### src/rtl/ball_motion_if.sv
// Bus between the frame-tick source and the ball motion engine.
// The optional pause input appears only when BALL_PAUSE_EN is defined.
interface ball_motion_if;
    logic       tick;
    logic       enable;
`ifdef BALL_PAUSE_EN
    logic       pause;
`endif
    logic [9:0] ballX;
    logic [9:0] ballY;
    logic       dirX;
    logic       dirY;
    logic       bouncePulse;
    logic [7:0] bounceCount;
    logic [1:0] state;

    // tick/enable are level inputs sampled on posedge clk; tick is honoured only
    // while state is WAIT, otherwise it is dropped (no valid/ready backpressure).
`ifdef BALL_PAUSE_EN
    modport master (output tick, enable, pause,
                    input  ballX, ballY, dirX, dirY, bouncePulse, bounceCount, state);
    modport slave  (input  tick, enable, pause,
                    output ballX, ballY, dirX, dirY, bouncePulse, bounceCount, state);
`else
    modport master (output tick, enable,
                    input  ballX, ballY, dirX, dirY, bouncePulse, bounceCount, state);
    modport slave  (input  tick, enable,
                    output ballX, ballY, dirX, dirY, bouncePulse, bounceCount, state);
`endif
endinterface

### src/rtl/ball_motion.sv
// Bouncing ball position engine: one diagonal step per accepted tick, X then Y.
// Optional pause toggle input is compiled in with BALL_PAUSE_EN.
module ball_motion #(
    parameter int H_ACTIVE  = 640,
    parameter int V_ACTIVE  = 480,
    parameter int BALL_SIZE = 16,
    parameter int STEP      = 4,
    parameter int X_INIT    = 312,
    parameter int Y_INIT    = 232
) (
    input logic          clk,
    input logic          reset,
    ball_motion_if.slave bus
);
    typedef enum logic [1:0] {S_WAIT = 2'd0, S_MOVE_X = 2'd1, S_MOVE_Y = 2'd2, S_REPORT = 2'd3} state_t;

    localparam logic [10:0] XMAX_W = 11'(H_ACTIVE - BALL_SIZE);
    localparam logic [10:0] YMAX_W = 11'(V_ACTIVE - BALL_SIZE);
    localparam logic [10:0] STEP_W = 11'(STEP);

    state_t     state_q, state_d;
    logic [9:0] x_q, y_q, x_next, y_next;
    logic       dir_x_q, dir_y_q, dir_x_next, dir_y_next;
    logic       hit_x, hit_y;
    logic       bounce_x_q, bounce_y_q;
    logic [7:0] count_q, count_inc;
    logic [10:0] x_sum, y_sum;
    logic       go;

`ifdef BALL_PAUSE_EN
    logic pause_q, paused_q;
    always_ff @(posedge clk) begin
        if (reset) begin
            pause_q  <= 1'b0;
            paused_q <= 1'b0;
        end else begin
            pause_q <= bus.pause;
            if (bus.pause && !pause_q) paused_q <= !paused_q;
        end
    end
    assign go = bus.tick && bus.enable && !paused_q;
`else
    assign go = bus.tick && bus.enable;
`endif

    always_ff @(posedge clk) begin
        if (reset) state_q <= S_WAIT;
        else       state_q <= state_d;
    end

    always_comb begin
        state_d = state_q;
        case (state_q)
            S_WAIT:   if (go) state_d = S_MOVE_X;
            S_MOVE_X: state_d = S_MOVE_Y;
            S_MOVE_Y: state_d = S_REPORT;
            S_REPORT: state_d = S_WAIT;
            default:  state_d = S_WAIT;
        endcase
    end

    // 11-bit sums so a step past the right/bottom limit cannot wrap before the compare.
    always_comb begin
        x_sum      = {1'b0, x_q} + STEP_W;
        y_sum      = {1'b0, y_q} + STEP_W;
        x_next     = x_q;
        y_next     = y_q;
        dir_x_next = dir_x_q;
        dir_y_next = dir_y_q;
        hit_x      = 1'b0;
        hit_y      = 1'b0;
        if (dir_x_q) begin
            if (x_sum >= XMAX_W) begin
                x_next = XMAX_W[9:0]; dir_x_next = 1'b0; hit_x = 1'b1;
            end else x_next = x_sum[9:0];
        end else begin
            if ({1'b0, x_q} <= STEP_W) begin
                x_next = 10'd0; dir_x_next = 1'b1; hit_x = 1'b1;
            end else x_next = x_q - STEP_W[9:0];
        end
        if (dir_y_q) begin
            if (y_sum >= YMAX_W) begin
                y_next = YMAX_W[9:0]; dir_y_next = 1'b0; hit_y = 1'b1;
            end else y_next = y_sum[9:0];
        end else begin
            if ({1'b0, y_q} <= STEP_W) begin
                y_next = 10'd0; dir_y_next = 1'b1; hit_y = 1'b1;
            end else y_next = y_q - STEP_W[9:0];
        end
        count_inc = (count_q == 8'hFF) ? count_q : count_q + 8'd1;
    end

    always_ff @(posedge clk) begin
        if (reset) begin
            x_q        <= 10'(X_INIT);
            y_q        <= 10'(Y_INIT);
            dir_x_q    <= 1'b1;
            dir_y_q    <= 1'b1;
            bounce_x_q <= 1'b0;
            bounce_y_q <= 1'b0;
            count_q    <= 8'd0;
        end else begin
            case (state_q)
                S_WAIT: if (go) begin
                    bounce_x_q <= 1'b0;
                    bounce_y_q <= 1'b0;
                end
                S_MOVE_X: begin
                    x_q        <= x_next;
                    dir_x_q    <= dir_x_next;
                    bounce_x_q <= hit_x;
                    if (hit_x) count_q <= count_inc;
                end
                S_MOVE_Y: begin
                    y_q        <= y_next;
                    dir_y_q    <= dir_y_next;
                    bounce_y_q <= hit_y;
                    if (hit_y) count_q <= count_inc;
                end
                default: ;
            endcase
        end
    end

    always_comb begin
        bus.ballX       = x_q;
        bus.ballY       = y_q;
        bus.dirX        = dir_x_q;
        bus.dirY        = dir_y_q;
        bus.bounceCount = count_q;
        bus.state       = state_q;
        bus.bouncePulse = (state_q == S_REPORT) && (bounce_x_q || bounce_y_q);
    end
endmodule

### src/flat_wrapper.sv
// flat-port wrapper written by rule: the top's interface ports become plain ports
module ball_motion_flat 
#(
    parameter int H_ACTIVE  = 640,
    parameter int V_ACTIVE  = 480,
    parameter int BALL_SIZE = 16,
    parameter int STEP      = 4,
    parameter int X_INIT    = 312,
    parameter int Y_INIT    = 232
)
  (clk, reset, bus_tick, bus_enable, bus_ballX, bus_ballY, bus_dirX, bus_dirY, bus_bouncePulse, bus_bounceCount, bus_state);
  ball_motion_if bus_i ();
  input logic clk;
  input logic reset;
  input wire logic [$bits(bus_i.tick)-1:0] bus_tick;
  input wire logic [$bits(bus_i.enable)-1:0] bus_enable;
  output wire logic [$bits(bus_i.ballX)-1:0] bus_ballX;
  output wire logic [$bits(bus_i.ballY)-1:0] bus_ballY;
  output wire logic [$bits(bus_i.dirX)-1:0] bus_dirX;
  output wire logic [$bits(bus_i.dirY)-1:0] bus_dirY;
  output wire logic [$bits(bus_i.bouncePulse)-1:0] bus_bouncePulse;
  output wire logic [$bits(bus_i.bounceCount)-1:0] bus_bounceCount;
  output wire logic [$bits(bus_i.state)-1:0] bus_state;
  assign bus_i.tick = bus_tick;
  assign bus_i.enable = bus_enable;
  assign bus_ballX = bus_i.ballX;
  assign bus_ballY = bus_i.ballY;
  assign bus_dirX = bus_i.dirX;
  assign bus_dirY = bus_i.dirY;
  assign bus_bouncePulse = bus_i.bouncePulse;
  assign bus_bounceCount = bus_i.bounceCount;
  assign bus_state = bus_i.state;
  ball_motion #(.H_ACTIVE(H_ACTIVE), .V_ACTIVE(V_ACTIVE), .BALL_SIZE(BALL_SIZE), .STEP(STEP), .X_INIT(X_INIT), .Y_INIT(Y_INIT)) u_core (.clk(clk), .reset(reset), .bus(bus_i));
endmodule
### config.mk
export PLATFORM = sky130hd
export DESIGN_NAME = ball_motion_flat
export DESIGN_NICKNAME = d
export VERILOG_FILES = /design/src/rtl/ball_motion_if.sv /design/src/rtl/ball_motion.sv /design/src/flat_wrapper.sv
export SDC_FILE = /design/constraint.sdc
export NUM_CORES = 1
export LEC_CHECK = 0
export ABC_AREA = 1
export CAP_MARGIN = 10
export CORE_MARGIN = 3
export CORE_UTILIZATION = 49
export CTS_CLUSTER_SIZE = 12
export DETAILED_ROUTE_END_ITERATION = 16
export PLACE_DENSITY = 0.75
export SYNTH_ARGS = -nofsm -noshare
export SYNTH_HDL_FRONTEND = slang
export SYNTH_SLANG_ARGS = --single-unit
### constraint.sdc
create_clock -name clk -period 2.01 [get_ports clk]
set_input_delay 0.3015 -clock clk [delete_from_list [all_inputs] [get_ports clk]]
set_output_delay 0.3015 -clock clk [all_outputs]
set_load 0.005 [all_outputs]
# Word level (Yosys, flattened, before mapping)
# Cells that the tools add are included.
dict set report classes {
  addsub 5
  n_lt_le_gt_ge 4
  eq_ne 7
  mux 25
  n_reduce_logical 10
}
# operator count
set op_table {}
lappend op_table {{10-bit two-way mux} 6}
lappend op_table {{8-bit two-way mux} 3}
lappend op_table {{10-bit by 3-bit adder with 11-bit output, second input constant} 2}
lappend op_table {{10-bit by 3-bit <= comparator with 1-bit output, second input constant} 2}
lappend op_table {{10-bit by 3-bit subtractor with 10-bit output, second input constant} 2}
lappend op_table {{8-bit one-hot mux with 2 select lines} 1}
lappend op_table {{11-bit by 10-bit greater-or-equal comparator with 1-bit output, second input constant} 1}
lappend op_table {{11-bit by 9-bit greater-or-equal comparator with 1-bit output, second input constant} 1}
lappend op_table {{1-bit two-way mux} 11}
lappend op_table {{8-bit by 1-bit adder with 8-bit output, second input constant} 1}
lappend op_table {{8-bit equality test, second input constant} 1}
lappend op_table {{2-bit one-hot mux with 4 select lines} 1}
lappend op_table {{2-bit by 1-bit inequality test with 1-bit output, second input constant} 3}
lappend op_table {{2-bit nonzero test} 3}
lappend op_table {{2-bit equality test, second input constant} 2}
lappend op_table {{1-bit one-hot mux with 2 select lines} 2}
lappend op_table {{2-bit AND reduction} 2}
lappend op_table {{3-bit AND reduction} 1}
lappend op_table {{2-bit by 1-bit equality test with 1-bit output, second input constant} 1}
lappend op_table {{1-bit logical AND} 2}
lappend op_table {{2-bit zero test} 1}
lappend op_table {{2-bit two-way mux} 1}
lappend op_table {{1-bit logical OR} 1}
dict set report word_totals {
  reg_bits 34
  inputBits 4
}

# Longest topological paths before layout
# Gate-level depths: netlist (run 1).
dict set report logic_depth {
  depth_word 6
  ltp_mapped 14
  mapped_depth_nobuf 14
}

# Least setup slack after synthesis (run 1)
# No wires, ideal clock.
dict set report synth_path {
  path_kind {register to register}
  from {register u_core.x_q[2], in the netlist u_core.bus.ballX[2]}
  to {register u_core.count_q[5], in the netlist u_core.bus.bounceCount[5]}
  setup_time_ns 0.070
  arrival_time_ns 1.730
  path_slack_ns 0.209
  stages_incl_launch_ff 12
  path_buffers 0
  cell_sequence {dfxtp_1 -> inv_1 -> ha_1 -> o21ai_0 -> nor2_1 -> nor2_1 -> nor2_1 -> nand2_2 -> nand2_4 -> nand2_4 -> nand2_1 -> a21oi_1}
}
dict set report synth_between {
  elab_chain_len 6
}
# item line
set synth_rtl {}
lappend synth_rtl {{from (decl)} ball_motion.sv:22} ;# logic [9:0] x_q, y_q, x_next, y_next;
lappend synth_rtl {{from (signal assigned)} ball_motion.sv:95} ;# x_q <= 10'(X_INIT);
lappend synth_rtl {{from (signal assigned)} ball_motion.sv:109} ;# x_q <= x_next;
lappend synth_rtl {{10-bit by 3-bit adder with 11-bit output} ball_motion.sv:64} ;# x_sum = {1'b0, x_q} + STEP_W;
lappend synth_rtl {{11-bit by 10-bit greater-or-equal comparator with 1-bit output} ball_motion.sv:73} ;# if (x_sum >= XMAX_W) begin
lappend synth_rtl {{1-bit two-way mux} ball_motion.sv:73}
lappend synth_rtl {{1-bit two-way mux *} ball_motion.sv:72} ;# if (dir_x_q) begin
lappend synth_rtl {{2-bit by 1-bit inequality test with 1-bit output (no line) *} -}
lappend synth_rtl {{3-bit AND reduction (no line) *} -}
lappend synth_rtl {{to (signal assigned)} ball_motion.sv:112} ;# if (hit_x) count_q <= count_inc;
lappend synth_rtl {{to (signal assigned)} ball_motion.sv:118} ;# if (hit_y) count_q <= count_inc;
lappend synth_rtl {{to (decl)} ball_motion.sv:26} ;# logic [7:0] count_q, count_inc;
# Mark *: on every way between the ends. The rest lies on a longest branch, timed or not.
# A chain may end at the register's enable or synchronous reset.

# Final worst setup path (run 1)
dict set report layout_path {
  from {register u_core.count_q[0], in the netlist u_core.bus.bounceCount[0]}
  to {register u_core.count_q[4], in the netlist u_core.bus.bounceCount[4]}
}
dict set report layout_between {
  elab_chain_len 4
}
# item line
set layout_rtl {}
lappend layout_rtl {{8-bit by 1-bit adder with 8-bit output or 8-bit equality test (tied branches)} ball_motion.sv:90} ;# count_inc = (count_q == 8'hFF) ? count_q : count_q + 8'd1;
lappend layout_rtl {{8-bit two-way mux *} ball_motion.sv:90}
lappend layout_rtl {{8-bit two-way mux (on tied branches)} {ball_motion.sv:118, ball_motion.sv:112}}
lappend layout_rtl {{8-bit one-hot mux with 2 select lines *} ball_motion.sv:103} ;# case (state_q)
# Mark *: on every way between the ends. The rest lies on a longest branch, timed or not. The select of a mux whose other input is x is not followed.

==> results of run 1 <==
registers in the layout (all words and copies together), names as in the netlist:
| register | cells |
|---|---|
| u_core.bus.dirX | 1 |
| u_core.bus.dirY | 1 |
| u_core.bus.bounceCount | 8 |
| u_core.bounce_y_q | 1 |
| u_core.bounce_x_q | 1 |
| u_core.bus.state | 2 |
| u_core.bus.ballX | 8 |
| u_core.bus.ballY | 8 |
synthesized netlist by cell type, types with 2 or more instances:
master	instances	area [um^2]
a31oi_1	2	12.5
dfxtp_1	30	601
nor3_1	5	25.0
inv_1	35	131
nand2_4	3	33.8
nor2_1	26	97.6
ha_1	12	150
o21ai_0	26	130
buf_4	6	45.0
clkbuf_1	4	15.0
inv_2	2	7.51
xor2_1	14	123
nand2_2	7	43.8
nand3_1	29	145
o21ai_1	2	10.0
buf_2	2	10.0
nand4_1	4	25.0
nor2_2	2	12.5
nand3_2	4	40.0
a21oi_1	27	135
o211ai_1	7	52.6
nand2_1	61	229
path summary, 6_finish.rpt:
path | from | endpoint | slack (ns)
worst max register to register | u_core.bus.bounceCount[0] | u_core.bus.bounceCount[4] | 0.18
worst min register to register | u_core.bounce_y_q | u_core.bounce_y_q | 0.49
worst min-delay path | u_core.bounce_y_q | u_core.bounce_y_q | 0.49
worst max-delay path | u_core.bus.bounceCount[0] | u_core.bus.bounceCount[4] | 0.18
per-layer routing:
layer,GRT usage (%),share of wire [%]
met1,29.1,49
met2,31.6,45
met3,5.37,4.7
met4,5.12,0.80
met5,0,0
timing repair:
| item | CTS | global route |
|---|---|---|
| resized for setup | 0 | 7 |
| endpoints found under the setup margin | 0 | 8 |
| endpoints found under the hold margin | 0 | 0 |
through the flow:
step           TNS (ns)  instance area [um^2]
6_report              0                  2690
2_1_floorplan         0                  2210
5_1_grt         -0.0317                  2690
3_3_place_gp          0                  2560
3_5_place_dp          0                  2560
4_1_cts               0                  2670
layout by cell type (no fill, tap or decap), types with 2 or more instances in the layout:
cell type and n:
clkbuf_8 8, nand2_4 3, nor2_2 3, a21oi_1 27
inv_1 35, nor3_1 5, nor2_1 25, buf_4 8
inv_2 2, o211ai_1 7, dfxtp_2 4, xor2_1 14
nand2_2 8, conb_1 4, ha_1 12, o21ai_1 3
o21ai_0 25, nand4_1 4, a31oi_1 2, nand3_1 29
nand3_2 4, dfxtp_1 26, nand2_1 60, clkdlybuf4s50_1 32
area by class of cell:
type                       instances  share of cell area [%]
timing repair buffer              40                    14.1
sequential                        30                    22.5
tap                               50                    2.32
inverter                          39                    5.48
clock buffer                       8                    4.09
multi-input combinational        245                    51.5
cells by family after synthesis:
logic type                 after synthesis  synth area share [%]
and+or+nand+nor                        144                  31.3
AOI/OAI and AO/OA                       69                  17.7
buffers and inverters                   53                  10.6
DFF                                     30                  27.4
xor gates and xnor gates                15                  5.99
adders and majority gates               12                  6.84
other                                    1                 0.171
worst register-to-register path, cell delays in order, from the launching register on:
cell	delay, ns
dfxtp_1	0.43
ha_1	0.23
nand2_1	0.09
inv_1	0.07
nand4_1	0.11
nor3_1	0.41
a21oi_4	0.10
nand2_4	0.14
nand2_1	0.06
a21oi_1	0.11
where the power goes:
group / switching [mW] / internal [mW] / leakage (nW)
Sequential: 0.286 / 0.780 / 0.245
Clock: 0.236 / 0.346 / 0.0575
Combinational: 1.18 / 0.882 / 0.847
==> impl_metrics.json, run 1 <==
{
  "yosys_most_used_dff": "dfxtp_1",
  "synth_edf_count": 0,
  "maxSlewViolCount": 0,
  "min_path_type": "flip-flop to flip-flop",
  "worst_hold_slack_ns": 0.491,
  "worst-path-stages": 9,
  "finalHoldViolations": 0,
  "slowest_stage": "dfxtp_1",
  "power_per_cell_area_nw_per_um2": 1380,
  "dpl.cell_count": 403,
  "cts_buffer_depth": 2,
  "finalCritPeriodShare_pct": 90.8,
  "async_flop_share_pct": 0,
  "initial_core_util_pct": 52.6,
  "cts_hold_buf": 0,
  "max_cap_violations": 0,
  "vdd_drop_max_v": 0.00100,
  "tightest_slew_ns": 0.522,
  "cts.clk_slew.worst_paths_ns": 0.07,
  "required_ns": 2.22,
  "final_cells": 412,
  "path_max_fanout": 7,
  "fmax_mhz": 548,
  "slew_headroom_pct": 65.2,
  "critPathMaxStageDelay_ns": 0.43,
  "p_total_mw": 3.71,
  "seq_area_um2": 606,
  "drtPass1Iterations": 4,
  "portBuffers": 32,
  "hpwl_um": 3870,
  "ant_nets": 0,
  "drive_gt1_share_pct": 12.4,
  "status": "finished clean",
  "ys_seq_elements": 30,
  "vias": 2194,
  "drc": 0,
  "cp_top_family": "simple AND/OR/NAND/NOR gates",
  "htree_levels": 2,
  "cp-start-kind": "flip-flop",
  "worst-path-buf-inv": 1,
  "clock_sink_count": 30,
  "viasPerCell": 5.33,
  "grt_start_max_net_pins": 18,
  "postLayoutSetupSlackWorst_ns": 0.185,
  "grt_pass1_wl_um": 8780,
  "grt_overflow_total": 0,
  "clock-root-buffer": "clkbuf_8",
  "numCtsBuffers": 5,
  "ys_types": 36,
  "syn_avg_cell_area_um2": 6.77,
  "cp-end-kind": "flip-flop",
  "grt_use_total_pct": 20.7,
  "post_cts_buffers": 0,
  "nets": 377,
  "die_height_um": 72.9,
  "die_w_um": 72.9,
  "fp.dieArea_um2": 5320,
  "fin_crit_ns": 1.83,
  "design.core.area_um2": 4170,
  "gp_congestion": 0.970,
  "arrival_ns": 2.04,
  "netlist_area_um2": 2190,
  "crit_chain": "ha_1 > nand2_1 > inv_1 > nand4_1 > nor3_1 > a21oi_4 > nand2_4 > nand2_1 > a21oi_1",
  "wirelength_um": 5240,
  "pre_cts_ws_ns": 0.0952,
  "r2r_cells": 9,
  "insertion_delay_ns": 0.29,
  "skew_ns": 0.00936,
  "whs_path_depth": 2,
  "post_drt_wl_per_cell_um": 12.7,
  "cts_tree": "yes",
  "cpMostUsedCell": "nand2_1",
  "n_antenna_cell": 0,
  "synth-warning-count": 0,
  "io_pins": 37,
  "grt_pass1_vias": 1943,
  "finish.utilization_pct": 64.5,
  "grt_antenna_before_repair": 0,
  "setup_violations": 0,
  "areaGrowthSynthToFinish_pct": 22.7,
  "worstSetupPathType": "flip-flop to flip-flop",
  "fillerInstances": 400,
  "drtIter0Drc": 126,
  "ys_seq_area_share_pct": 27.4,
  "rows": 23,
  "synth_cells": 324,
  "p_leak_nw": 1.15,
  "multiInputGateArea_um2": 1390
}
(Power assumes the default switching activity.)
==> run 2, diff against run 1 <==
- CORE_ASPECT_RATIO: unset -> 1.2
- CORE_UTILIZATION: 49 -> 30
- PLACE_DENSITY: 0.75 -> unset
==> run 2 against run 1 <==
Net effect: non-clock buffer count unchanged; worst setup slack got worse by 0.028 ns; sequential share of layout area decreased by 0.70 points; combinational power about the same; first-iteration DRC count decreased by 2.4%; final area increased by 3.2%; die area increased by 58%; register-to-register slack got worse by 0.03 ns; clock skew decreased by 0.0026 ns; via count increased by 0.41%; sequential power about the same; sequential cell count unchanged.
==> impl_metrics.json, run 2 (synthesis results as in run 1) <==
{
  "setup_violations": 0,
  "ant_nets": 0,
  "drtIter0Drc": 123,
  "path_max_fanout": 10,
  "numCtsBuffers": 5,
  "initial_core_util_pct": 31.5,
  "gp_congestion": 0.861,
  "portBuffers": 32,
  "cts_buffer_depth": 2,
  "required_ns": 2.18,
  "worst-path-stages": 12,
  "htree_levels": 2,
  "pwr-share-seq_pct": 27.0,
  "worst-path-buf-inv": 2,
  "io_pins": 37,
  "tns_ns": 0,
  "seq_area_um2": 606,
  "clock_power_share_pct": 20.1,
  "wirelength_um": 5500,
  "finalHoldViolations": 0,
  "grt_overflow_total": 0,
  "vias": 2203,
  "startpoint": "u_core.bus.ballX[2]",
  "maxSlewViolCount": 0,
  "grt_pass1_vias": 2066,
  "multiInputGateArea_um2": 1390,
  "clock_sink_count": 30,
  "rows": 33,
  "whs_path_depth": 2,
  "r2r_start": "u_core.bus.ballX[2]",
  "dpl.cell_count": 440,
  "cp_top_family": "simple AND/OR/NAND/NOR gates",
  "cts_hold_buf": 0,
  "cp-end-kind": "flip-flop",
  "hpwl_um": 4100,
  "grt_antenna_before_repair": 0,
  "grt_pass1_wl_um": 9350,
  "reg2reg_setup_slack_ns": 0.16,
  "slowest_stage": "dfxtp_1",
  "grt_start_max_net_pins": 18,
  "drtPass1Iterations": 4,
  "insertion_delay_ns": 0.29,
  "cts_tree": "yes",
  "final_cell_mix": "nand2_1, inv_1, clkdlybuf4s50_1",
  "n_antenna_cell": 0,
  "final_cells": 449,
  "final_common_cell": "nand2_1",
  "clock-root-buffer": "clkbuf_8",
  "cp-start-kind": "flip-flop",
  "finalCritPeriodShare_pct": 92.2,
  "rsz0062_at_grt": "no",
  "critPathMaxStageDelay_ns": 0.32,
  "cpMostUsedCell": "nor2_1",
  "worstHoldStart": "u_core.bounce_x_q",
  "r2r_cells": 12,
  "nets": 377,
  "worst_hold_slack_ns": 0.468,
  "p_int_mw": 2.19,
  "max_cap_violations": 0,
  "crit_chain": "buf_4 > inv_1 > ha_1 > o21ai_0 > nor2_1 > nor2_1 > nor2_1 > nand2_2 > nand2_4 > nand2_4 > nand2_1 > a21oi_1",
  "p_leak_nw": 1.16,
  "cts.clk_slew.worst_paths_ns": 0.07,
  "post_drt_wl_per_cell_um": 12.2,
  "skew_ns": 0.00679,
  "fmax_mhz": 539,
  "viasPerCell": 4.91,
  "worstSetupPathType": "flip-flop to flip-flop",
  "status": "finished clean",
  "grt_use_total_pct": 13.5,
  "die_w_um": 84.1,
  "swShare_pct": 43.9,
  "net-switching-power_mw": 1.72,
  "fin_crit_ns": 1.85,
  "design.core.area_um2": 6980,
  "fillerInstances": 738,
  "die_height_um": 99.7,
  "arrival_ns": 2.02,
  "min_path_type": "flip-flop to flip-flop",
  "areaGrowthSynthToFinish_pct": 26.6,
  "drive_gt1_share_pct": 13.0,
  "power_per_cell_area_nw_per_um2": 1410,
  "drc": 0,
  "vdd_drop_max_v": 0.000508,
  "combPwrFrac_pct": 52.9,
  "fp.dieArea_um2": 8380
}
run 2: cell types whose count changed in the layout (fill, tap and decap cells not counted):
cell | before | now
bufinv_16 | 0 | 2
clkbuf_8 | 8 | 6
ha_1 | 12 | 10
ha_2 | 0 | 2
nor2_1 | 25 | 26
nor2_2 | 3 | 2
nor3_1 | 5 | 4
nor3_2 | 0 | 1
run 2: metal layers:
metal	routed length, um	global-route usage, %	vias up
li1	-	-	1141
met1	2630	16.8	1011
met2	2580	22.5	43
met3	193	3.31	8
met4	96	5.07	0
met5	0	0	-
run 2: worst register-to-register path: cells and delay by family, from the launching register on:
kind	cells	cell delay [ns]
AOI/OAI and AO/OA	2	0.15
adders and majority gates	1	0.20
buffers and inverters	2	0.24
DFF	1	0.32
and+or+nand+nor	7	0.83
run 2: final timing paths:
kind | endpoint
worst min-delay path | u_core.bounce_x_q
worst max register to register | u_core.bus.bounceCount[7]
worst max-delay path | u_core.bus.bounceCount[7]
worst min register to register | u_core.bounce_x_q
run 2: layout make-up:
type / count / share of cell area (%)
Inverter: 39 / 5.31
Clock inverter: 2 / 2.16
Multi-Input combinational cell: 245 / 50.2
Sequential cell: 30 / 21.8
Clock buffer: 6 / 2.97
Timing Repair Buffer: 40 / 13.7
Tap cell: 87 / 3.92
run 2: metrics by stage:
step / power (mW) / util (%) / setup WS, ns / cell area [um^2]
3_3_place_gp: 3.11 / 37.4 / 0.0156 / 2610
5_1_grt: 4.29 / 39.8 / 0.00462 / 2780
3_5_place_dp: 3.12 / 37.4 / 0.0199 / 2610
4_1_cts: 3.92 / 39.4 / 0.0272 / 2750
6_report: 3.91 / 39.8 / 0.156 / 2780
2_1_floorplan: 2.39 / - / 0.209 / 2210
run 2: what timing repair did:
action	4_1_cts	5_1_grt
resized for setup	0	9
hold endpoints to repair	0	0
buffers inserted	0	0
endpoints found under the setup margin	0	10
run 2: power groups by stage:
| stage | clock [mW] | sequential, mW | combinational (mW) |
|---|---|---|---|
| finish | 0.785 | 1.05 | 2.07 |
| global route | 0.836 | 1.10 | 2.36 |
| CTS | 0.810 | 1.05 | 2.06 |
| detailed placement | 0 | 1.07 | 2.05 |
| global placement | 0 | 1.06 | 2.04 |
| floorplan | 0 | 0.998 | 1.39 |
